===== config.mk =====
export PLATFORM = sky130hd
export DESIGN_NAME = cnn_accel_top
export DESIGN_NICKNAME = d
export VERILOG_FILES = /design/src/rtl/cnn_accel_top.sv
export SDC_FILE = /design/constraint.sdc
export NUM_CORES = 1
export LEC_CHECK = 0
export ABC_CLOCK_PERIOD_IN_PS = 1900
export CAP_MARGIN = 20
export CORE_MARGIN = 10
export CORE_UTILIZATION = 30
export CTS_BUF_LIST = sky130_fd_sc_hd__clkbuf_16
export DETAILED_ROUTE_END_ITERATION = 10
export PLACE_DENSITY = 0.44
export SYNTH_ARGS = -nofsm -noshare
export SYNTH_HDL_FRONTEND = slang
export SYNTH_SLANG_ARGS = --single-unit
export TNS_END_PERCENT = 1

===== constraint.sdc =====
create_clock -name clk -period 1.9 [get_ports clk]
set_clock_uncertainty 0.15 [all_clocks]
set_input_delay 0.38 -clock clk [delete_from_list [all_inputs] [get_ports clk]]
set_output_delay 0.38 -clock clk [all_outputs]
set_load 0.05 [all_outputs]

===== src/rtl/cnn_accel_top.sv =====
// rtl/cnn_accel_top.sv - single-channel 3x3 conv + ReLU + requant + 2x2 maxpool inference core
module cnn_accel_core #(
    parameter int IN_H   = 8,
    parameter int IN_W   = 8,
    parameter int K      = 3,
    parameter int DATA_W = 8,
    parameter int ACC_W  = 20,
    parameter int SHIFT  = 0
) (
    input  logic clk,
    input  logic reset,
    input  logic start,
    output logic done
);
    localparam int OUT_H  = IN_H - K + 1;
    localparam int OUT_W  = IN_W - K + 1;
    localparam int P_H    = OUT_H / 2;
    localparam int P_W    = OUT_W / 2;
    localparam int IN_AW  = $clog2(IN_H * IN_W);
    localparam int W_AW   = $clog2(K * K);
    localparam int C_AW   = $clog2(OUT_H * OUT_W);
    localparam int P_AW   = $clog2(P_H * P_W);
    localparam int CW     = 8;
    localparam int PROD_W = 2 * DATA_W;

    typedef enum logic [2:0] {
        IDLE, CONV_MAC, CONV_WB, POOL_RD, POOL_WB, DONE
    } state_t;

    logic signed [DATA_W-1:0] in_mem   [0:IN_H*IN_W-1];
    logic signed [DATA_W-1:0] w_mem    [0:K*K-1];
    logic        [7:0]        conv_mem [0:OUT_H*OUT_W-1];
    logic        [7:0]        pool_mem [0:P_H*P_W-1];

    state_t                   r_state;
    logic [CW-1:0]            r_i, r_j, r_kr, r_kc, r_p, r_q;
    logic [1:0]               r_pe;
    logic signed [ACC_W-1:0]  r_acc;
    logic [7:0]               r_max;

    logic [IN_AW-1:0]         w_in_addr;
    logic [W_AW-1:0]          w_w_addr;
    logic [C_AW-1:0]          w_conv_wr_addr;
    logic [C_AW-1:0]          w_conv_rd_addr;
    logic [P_AW-1:0]          w_pool_wr_addr;
    logic signed [PROD_W-1:0] w_prod;
    logic signed [ACC_W-1:0]  w_prod_ext;
    logic [ACC_W-1:0]         w_relu;
    logic [ACC_W-1:0]         w_shift;
    logic [7:0]               w_q;
    logic [7:0]               w_pool_val;
    logic                     w_k_last;

    assign w_in_addr      = IN_AW'((r_i + r_kr) * IN_W + r_j + r_kc);
    assign w_w_addr       = W_AW'(r_kr * K + r_kc);
    assign w_conv_wr_addr = C_AW'(r_i * OUT_W + r_j);
    assign w_conv_rd_addr = C_AW'((2 * r_p + r_pe[1]) * OUT_W + 2 * r_q + r_pe[0]);
    assign w_pool_wr_addr = P_AW'(r_p * P_W + r_q);

    assign w_prod     = in_mem[w_in_addr] * w_mem[w_w_addr];
    assign w_prod_ext = {{(ACC_W-PROD_W){w_prod[PROD_W-1]}}, w_prod};
    assign w_k_last   = (r_kr == CW'(K-1)) && (r_kc == CW'(K-1));

    // Accumulator is non-negative after ReLU, so the arithmetic shift reduces to a logical one.
    assign w_relu     = r_acc[ACC_W-1] ? '0 : ACC_W'(r_acc);
    assign w_shift    = w_relu >> SHIFT;
    assign w_q        = (w_shift > ACC_W'(127)) ? 8'd127 : w_shift[7:0];
    assign w_pool_val = conv_mem[w_conv_rd_addr];

    always_ff @(posedge clk) begin
        if (!reset) begin
            r_state <= IDLE;
            done    <= 1'b0;
            r_i     <= '0;
            r_j     <= '0;
            r_kr    <= '0;
            r_kc    <= '0;
            r_p     <= '0;
            r_q     <= '0;
            r_pe    <= '0;
            r_acc   <= '0;
            r_max   <= '0;
        end else begin
            case (r_state)
                IDLE, DONE: begin
                    if (start) begin
                        r_state <= CONV_MAC;
                        done    <= 1'b0;
                        r_acc   <= '0;
                        r_i     <= '0;
                        r_j     <= '0;
                        r_kr    <= '0;
                        r_kc    <= '0;
                        r_p     <= '0;
                        r_q     <= '0;
                        r_pe    <= '0;
                    end
                end
                CONV_MAC: begin
                    r_acc <= r_acc + w_prod_ext;
                    if (w_k_last) begin
                        r_kr    <= '0;
                        r_kc    <= '0;
                        r_state <= CONV_WB;
                    end else if (r_kc == CW'(K-1)) begin
                        r_kc <= '0;
                        r_kr <= r_kr + CW'(1);
                    end else begin
                        r_kc <= r_kc + CW'(1);
                    end
                end
                CONV_WB: begin
                    r_acc <= '0;
                    if (r_j == CW'(OUT_W-1)) begin
                        r_j <= '0;
                        if (r_i == CW'(OUT_H-1)) begin
                            r_i     <= '0;
                            r_state <= POOL_RD;
                        end else begin
                            r_i     <= r_i + CW'(1);
                            r_state <= CONV_MAC;
                        end
                    end else begin
                        r_j     <= r_j + CW'(1);
                        r_state <= CONV_MAC;
                    end
                end
                POOL_RD: begin
                    if (r_pe == 2'd0 || w_pool_val > r_max)
                        r_max <= w_pool_val;
                    r_pe <= r_pe + 2'd1;
                    if (r_pe == 2'd3)
                        r_state <= POOL_WB;
                end
                POOL_WB: begin
                    if (r_q == CW'(P_W-1)) begin
                        r_q <= '0;
                        if (r_p == CW'(P_H-1)) begin
                            r_p     <= '0;
                            r_state <= DONE;
                            done    <= 1'b1;
                        end else begin
                            r_p     <= r_p + CW'(1);
                            r_state <= POOL_RD;
                        end
                    end else begin
                        r_q     <= r_q + CW'(1);
                        r_state <= POOL_RD;
                    end
                end
                default: r_state <= IDLE;
            endcase
        end
    end

    // Result memories are never cleared; an aborting reset only suppresses the write at that edge.
    always_ff @(posedge clk) begin
        if (reset && r_state == CONV_WB)
            conv_mem[w_conv_wr_addr] <= w_q;
        if (reset && r_state == POOL_WB)
            pool_mem[w_pool_wr_addr] <= r_max;
    end
endmodule

module cnn_accel_top #(
    parameter int IN_H   = 8,
    parameter int IN_W   = 8,
    parameter int K      = 3,
    parameter int DATA_W = 8,
    parameter int ACC_W  = 20,
    parameter int SHIFT  = 0
) (
    input  logic clk,
    input  logic reset,
    input  logic start,
    output logic done
);
    cnn_accel_core #(
        .IN_H(IN_H), .IN_W(IN_W), .K(K),
        .DATA_W(DATA_W), .ACC_W(ACC_W), .SHIFT(SHIFT)
    ) CORE (
        .clk  (clk),
        .reset(reset),
        .start(start),
        .done (done)
    );
endmodule


==> results of run 1 <==
cell type report:
class / count / area share (%)
well taps: 136 / 3.90
multi-input cells: 294 / 50.2
clock inverters: 3 / 0.286
inverters: 14 / 1.20
clock buffers: 5 / 2.86
repair buffers: 92 / 16.5
flip-flops and latches: 54 / 25.1
synth_stat cells, types with 11 or more instances:
cell type  count  area share [%]
a211oi_1      13             3.0
or3_1         14             2.7
nor3_1        11             1.7
a21oi_1       28             4.3
nand2_1       24             2.8
nand3_1       19             2.9
dfxtp_1       54              33
clkbuf_1      14             1.6
ha_1          13             5.0
and3_1        15             2.9
o21ai_0       21             3.3
inv_1         13             1.5
registers in the layout, indices dropped and copies added, names as in the netlist:
register,count
CORE.r_kr,8
CORE.r_p,8
CORE.done,1
CORE.r_q,8
CORE.r_pe,2
CORE.r_i,8
CORE.r_state,3
CORE.r_kc,8
CORE.r_j,8
metrics by stage:
step | cell area [sq um] | instances | hold slack [ns]
after global placement | 3990 | 586 | 0.313
after global routing | 4370 | 598 | 0.351
after CTS | 4230 | 598 | 0.324
after detailed placement | 3990 | 586 | 0.314
after floorplan | 3240 | 383 | 0.294
final | 4370 | 598 | 0.320
critical path: cells and delay by family (launching register included):
family / cells / cell delay (ns)
AO/OA/AOI/OAI: 2 / 0.30
adder cells (fa/ha/maj): 1 / 0.12
buffers and inverters: 2 / 0.20
flip-flops: 1 / 0.33
AND/OR/NAND/NOR: 2 / 0.73
kinds of logic after synthesis:
group,after synthesis,share of synthesized area (%)
simple gates,145,27.4
compound gates,135,29.2
flops,54,33.4
buf+inv,35,4.61
fa+ha+maj,13,5.03
mux,1,0.310
worst max path at each step:
stage	start	to	depth (start not counted)
after CTS	CORE.r_q[0]	CORE.r_p[1]	7
final	CORE.r_j[1]	CORE.r_i[3]	7
after global routing	CORE.r_q[0]	CORE.r_p[1]	7
after floorplan	CORE.r_state[1]	CORE.r_j[7]	6
after detailed placement	start	CORE.r_i[7]	5
after global placement	start	CORE.r_i[3]	5
where the power goes:
group          internal [uW]  leakage, uW  switching [uW]
clock                    479    0.0000724             439
combinational            742      0.00112             784
sequential              1180     0.000439            55.0
total                   2410      0.00164            1280
metal layers:
metal | share of wire (%) | GRT usage (%) | wire, um
met1 | 51 | 15.7 | 4560
met2 | 45 | 18.6 | 4080
met3 | 2.0 | 2.26 | 184
met4 | 1.9 | 5.53 | 168
met5 | 0 | 0 | 0
what timing repair did:
item                                    in CTS  in global routing
pin swaps                                    5                 11
setup buffers                                4                  0
endpoints found under the setup margin      35                 35
gates resized for setup                     23                 32
hold buffers                                 0                  0
==> out/metrics.yaml, run 1 <==
num-fill-cells: 1064
h-tree-depth: 2
crit_type: "reg2reg"
syn_avg_cell_area_sq_um: 8.44
violations: "negative setup slack"
cts_buffers: 5
synth_seq_cells: 54
grt_remaining_overflow: 0
routedWlPerCell_um: 15.0
drive_gt1_share_pct: 31.6
cpPeakStageDelay_ns: 0.49
die_h_um: 124
leakage_uw: 0.00164
core_sq_mm: 0.0104
first_pass_iters: 4
setup_viol: 2
holdCritPathClass: "reg2reg"
crit_required_ns: 1.97
crit_path_top_delay_cell: "or4_1"
hold_depth: 2
drt_iter0_drc: 220
die_w_um: 124
arrival_ns: 1.99
timing.rr.end: "CORE.r_i[3]"
tightest_slew_ns: 0.414
row_count: 37
hold_end: "CORE.done"
ys_async_sr_fraction_pct: 0
antenna_found_initial: 0
min-delay-start: "CORE.done"
hold_violations: 0
peakVddDrop_mv: 0.324
initial_core_util_pct: 31.0
place.detailed.hpwl_um: 6260
vias_per_cell: 5.48
status: "finished, violations left"
dpl_worst_slack_ns: -0.563
rr_startpoint: "CORE.r_j[1]"
pin_count: 4
yosysWarningCount: 0
dr_total_vias: 3278
max_cap_viol_count: 0
portBuffers: 3
nets: 477
cp-end-kind: "register"
max_freq_ghz: 0.523
grt_pass1_wl_um: 15100
ff2ff_setup_slack_ns: -0.01
ant_nets: 0
n_antenna_cell: 0
cts.sinks: 54
grtUsageTotal_pct: 12.0
final_common_cell: "buf_4"
drc_errors: 0
finalCritPeriodShare_pct: 101
die_area_sq_mm: 0.0153
syn-instance-count: 383
syn_area_sq_mm: 0.00323
syn_nets: 399
final_cell_mix: "buf_4, dfxtp_1, a21oi_1"
multi_input_area_sq_mm: 0.00219
syn2layout_area_growth_pct: 35.1
clk_path_buf_depth: 2
relSlewSlack_pct: 72.2
drt_wl_total_um: 8990
clkLatencyLatePin_ns: 0.30
cts.clk_slew.worst_paths_ns: 0.07
power.density_mw_per_mm2: 843
path_cells: "inv_2, ha_4, nor4b_4, a21oi_2, buf_6, or4_1, a211oi_1"
worstPathMaxFanout: 6
synthFlopType: "dfxtp_1"
grt_setup_unrepaired: "true"
synth-edff-count: 0
setup_tns_ns: -0.0182
synth_cell_types: 60
grt_max_degree: 23
cp-start-kind: "register"
place_congestion: 0.784
power_uw: 3680
fin_ws_ns: -0.0111
clk_root_buffer_cell: "clkbuf_16"
yosysSeqAreaShare_pct: 33.4
seq_area_sq_mm: 0.00109
tritoncts: "done"
reg2regPathDepth: 7
grt_pass1_vias: 3140
maxSlewViolCount: 0
fin_crit_ns: 1.91
utilization_pct: 41.9
No activity file was read; power rests on OpenSTA's default activity.
==> run 2, diff against run 1 <==
ABC_CLOCK_PERIOD_IN_PS = 2000   (was 1900)
CAP_MARGIN = unset   (was 20)
CORE_UTILIZATION = 51   (was 30)
PLACE_DENSITY = 0.65   (was 0.44)
clock period = 2 ns   (was 1.9 ns; I/O delays follow)
==> run 2 against run 1 <==
Effect of this change:
- the flow now finishes without violations
- die area shrank 35%
- sequential power shrank 4%
- global-route usage grew 3.5 points
- power shrank 9.9%
- final cell count shrank 12%
- critical path type unchanged
- largest power group unchanged
==> out/metrics.yaml, run 2 (synthesis results as in run 1) <==
status: "finished, final reports clean"
fin_crit_ns: 1.93
multi_input_area_sq_mm: 0.00212
final_common_cell: "buf_4"
drive_gt1_share_pct: 26.2
place_area_sq_mm: 0.00382
portBuffers: 3
pin_count: 4
path_delay_family: "simple AND/OR/NAND/NOR gates"
drc_errors: 0
hold_violations: 0
crit_path_top_delay_cell: "or4_4"
worstSetupStartpoint: "CORE.r_j[1]"
grt_setup_unrepaired: "true"
syn2layout_area_growth_pct: 26.9
timing.rr.end: "CORE.r_i[3]"
cts.clk_slew.worst_paths_ns: 0.07
die_area_sq_mm: 0.00992
cts.sinks: 54
ff2ff_setup_slack_ns: 0.07
core_sq_mm: 0.00603
grtUsageTotal_pct: 15.5
rr_startpoint: "CORE.r_j[1]"
h-tree-depth: 2
clk_path_buf_depth: 2
path_cells: "inv_1, ha_1, nor4b_4, a21oi_4, or4_4, a211oi_2"
max_cap_viol_count: 0
num-fill-cells: 519
cpPeakStageDelay_ns: 0.53
first_pass_iters: 5
grt_pass1_vias: 2956
place_congestion: 0.832
setup_viol: 0
reg2regPathDepth: 6
place.detailed.hpwl_um: 5790
peakVddDrop_mv: 0.591
grt_remaining_overflow: 0
n_antenna_cell: 0
crit_required_ns: 2.07
nets: 465
holdWs_ns: 0.341
row_count: 28
power.density_mw_per_mm2: 808
setup.worst_path.end: "CORE.r_i[3]"
design_area_sq_mm: 0.00410
max_freq_ghz: 0.519
tritoncts: "done"
antenna_found_initial: 0
grt_max_degree: 19
crit_type: "reg2reg"
finalCritPeriodShare_pct: 96.3
vias_per_cell: 6.21
die_w_um: 99.6
tightest_slew_ns: 0.398
cp_num_buf_inv: 1
die_h_um: 99.6
grt_pass1_wl_um: 13400
drt_wl_total_um: 8120
holdCritPathClass: "reg2reg"
seq_area_sq_mm: 0.00109
ctsHoldBuffers: 0
cp-end-kind: "register"
arrival_ns: 2.00
cp_num_cells: 6
relSlewSlack_pct: 73.3
final_cell_mix: "buf_4, dfxtp_1, a21oi_1"
drt_iter0_drc: 198
leakage_uw: 0.00155
worstPathMaxFanout: 5
cp-start-kind: "register"
dr_total_vias: 3259
routedWlPerCell_um: 15.5
maxSlewViolCount: 0
clkLatencyLatePin_ns: 0.29
cts_buffers: 5
initial_core_util_pct: 53.7
clk_root_buffer_cell: "clkbuf_16"
ant_nets: 0
[run 2: cell count changes in the layout (fill, tap and decap cells not counted), moves of 3 or more]
cell / delta
a21oi_2: -3
buf_6: -3
o311ai_1: -3
o311ai_0: +3
buf_4: -8
nor4b_1: +3
a21oi_4: +3
[run 2: worst reg2reg max path, stage by stage, from the launching register on]
cell and delay [ns]:
dfxtp_2 0.33, inv_1 0.05, ha_1 0.13, nor4b_4 0.32, a21oi_4 0.12, or4_4 0.53
a211oi_2 0.21
[run 2: metrics by stage]
step                      power [uW]  utilization [%]  instances  worst slack [ns]  setup TNS [ns]
after CTS                       3290             66.5        523           -0.0164         -0.0184
after global placement          2380             63.4        515            -0.397           -6.18
after detailed placement        2400             63.4        515            -0.429           -7.04
after floorplan                 1870                -        383           0.00323               0
final                           3320             68.1        525            0.0745               0
after global routing            3490             68.1        525           -0.0126         -0.0296
[run 2: how the worst min path moves through the flow]
stage | startpoint | endpoint | slack (ns) | cells after the start
3_3_place_gp | CORE.r_j[7] | CORE.r_j[7] | 0.31 | 2
2_1_floorplan | CORE.r_j[7] | CORE.r_j[7] | 0.29 | 2
5_1_grt | CORE.done | CORE.done | 0.38 | 2
4_1_cts | CORE.r_j[7] | CORE.r_j[7] | 0.34 | 2
3_5_place_dp | CORE.r_i[7] | CORE.r_i[7] | 0.33 | 2
6_report | CORE.r_i[7] | CORE.r_i[7] | 0.34 | 2
[run 2: routing by layer]
layer | up-vias | track usage, % | wire length, um
met2 | 57 | 25.7 | 3980
met1 | 1561 | 20.6 | 3810
li1 | 1629 | - | -
met5 | - | 0 | 0
met3 | 12 | 2.35 | 267
met4 | 0 | 3.75 | 63
[run 2: report_power, final]
part / internal, uW / switching, uW
logic: 599 / 672
registers: 1120 / 61.7
clock network: 461 / 400
total: 2180 / 1130
[run 2: area by class of cell]
cell class	instances	share of cell area, %
inverter	14	1.28
clock buffer	5	3.05
clock inverter	3	0.427
multi-input combinational	295	51.8
tap	75	2.29
timing repair buffer	79	14.6
sequential	54	26.6
[run 2: timing repair]
item,4_1_cts,5_1_grt
pin swaps,0,4
resized for setup,10,19
setup buffers,0,1
setup endpoints to repair,22,32
gates cloned,0,1
==> run 3, diff against run 2 <==
TNS_END_PERCENT = unset   (was 1)
==> run 3 against run 2 <==
Effect of this change:
- power shrank 0.40%
- critical endpoint unchanged
- sequential share of layout area rose by 0.18 points
- non-clock buffer count is 1 lower
- utilization is 0.37 points lower
- global-route usage grew 0.057 points
- combinational power about the same
- critical path depth did not move
==> out/metrics.yaml, run 3 (synthesis results as in run 1) <==
internal_power_uw: 2180
worstPathMaxFanout: 10
pin_count: 4
clkLatencyLatePin_ns: 0.29
power.density_mw_per_mm2: 810
final_common_cell: "buf_4"
h-tree-depth: 2
cp-start-kind: "register"
place_congestion: 0.832
holdCritPathClass: "reg2reg"
grt_pass1_vias: 2971
grt_max_degree: 19
die_area_sq_mm: 0.00992
leakage_uw: 0.00154
portBuffers: 3
p_sw_uw: 1130
grt_pass1_wl_um: 13500
grt_remaining_overflow: 0
fin_crit_ns: 1.92
row_count: 28
maxSlewViolCount: 0
ff2ff_setup_slack_ns: 0.08
core_sq_mm: 0.00603
antenna_found_initial: 0
first_pass_iters: 5
crit_type: "reg2reg"
cts_setup_buffers: 0
nets: 463
clk_root_buffer_cell: "clkbuf_16"
relSlewSlack_pct: 73.4
max_cap_viol_count: 0
n_antenna_cell: 0
cts_buffers: 5
design_area_sq_mm: 0.00408
vias_per_cell: 6.20
drt_iter0_drc: 174
path_cells: "inv_1, ha_1, nor4b_4, a21oi_4, or4_4, a211oi_2"
die_h_um: 99.6
cts.clk_slew.worst_paths_ns: 0.07
cpPeakStageDelay_ns: 0.54
num-fill-cells: 520
switching_share_pct: 34.1
max_freq_ghz: 0.521
die_w_um: 99.6
comb_power_share_pct: 38.1
cts.sinks: 54
hold_violations: 0
peakVddDrop_mv: 0.591
finalCritPeriodShare_pct: 96.1
tritoncts: "done"
place.detailed.hpwl_um: 5790
dr_total_vias: 3242
utilization_pct: 67.7
place_area_sq_mm: 0.00382
p_clk_share_pct: 26.0
setup_tns_ns: 0
tightest_slew_ns: 0.397
status: "finished, final reports clean"
drc_errors: 0
arrival_ns: 1.99
routedWlPerCell_um: 15.5
grtUsageTotal_pct: 15.6
clk_path_buf_depth: 2
syn2layout_area_growth_pct: 26.2
final_cell_mix: "buf_4, dfxtp_1, a21oi_1"
crit_required_ns: 2.07
pwr-share-seq_pct: 35.9
grt_setup_unrepaired: "true"
ant_nets: 0
drt_wl_total_um: 8130
setup_viol: 0
crit_path_top_delay_cell: "or4_4"
drive_gt1_share_pct: 26.1
initial_core_util_pct: 53.7
cp-end-kind: "register"
## run 3: changes by cell type in the layout (fill, tap and decap cells not counted)
cell,change
buf_4,-1
dfxtp_1,-1
dfxtp_2,+1
a21oi_4,-1
## run 3: final cells by class
type / instances / area, sq um / share of cell area (%)
inverters: 14 / 52.6 / 1.29
multi-input cells: 294 / 2110 / 51.7
repair buffers: 78 / 593 / 14.5
clock buffers: 5 / 125 / 3.07
well taps: 75 / 93.8 / 2.30
flip-flops and latches: 54 / 1090 / 26.7
clock inverters: 3 / 17.5 / 0.429
## run 3: final timing paths
| check | from | endpoint | depth (start not counted) |
|---|---|---|---|
| worst max-delay path | CORE.r_j[1] | CORE.r_i[3] | 6 |
| worst min-delay path | CORE.r_i[7] | CORE.r_i[7] | 2 |
| worst max register to register | CORE.r_j[1] | CORE.r_i[3] | 6 |
| worst min register to register | CORE.r_i[7] | CORE.r_i[7] | 2 |
## run 3: power by group through the flow
stage	logic, uW	clock network [uW]	registers, uW
global placement	1180	0	1200
finish	1260	859	1190
floorplan	697	0	1180
global route	1380	910	1200
CTS	1220	881	1180
detailed placement	1200	0	1200
## run 3: routing by layer
metal	vias up	share of wire, %	track usage [%]
met2	58	48	25.5
met4	0	0.78	3.75
met5	-	0	0
met3	12	3.7	2.35
met1	1545	47	20.9
li1	1627	-	-
## run 3: worst max-delay path, delay by kind of cell, from the launching register on
kind                     cells  cell delay (ns)
AO/OA/AOI/OAI                2             0.35
AND/OR/NAND/NOR              2             0.82
adder cells (fa/ha/maj)      1             0.13
buffers and inverters        1             0.05
flip-flops                   1             0.33
## run 3: repair_timing
action / in CTS / in global routing
setup endpoints to repair: 22 / 26
hold buffers: 0 / 0
pin swaps: 2 / 2
resized for setup: 17 / 12
## run 3: per-stage QoR
stage                     hold slack [ns]  setup WS [ns]  std cells  power, uW
after floorplan                     0.294        0.00323        383       1870
after global routing                0.381        -0.0120        523       3490
after global placement              0.311         -0.397        515       2380
final                               0.340         0.0789        523       3300
after CTS                           0.339        0.00719        523       3290
after detailed placement            0.329         -0.429        515       2400
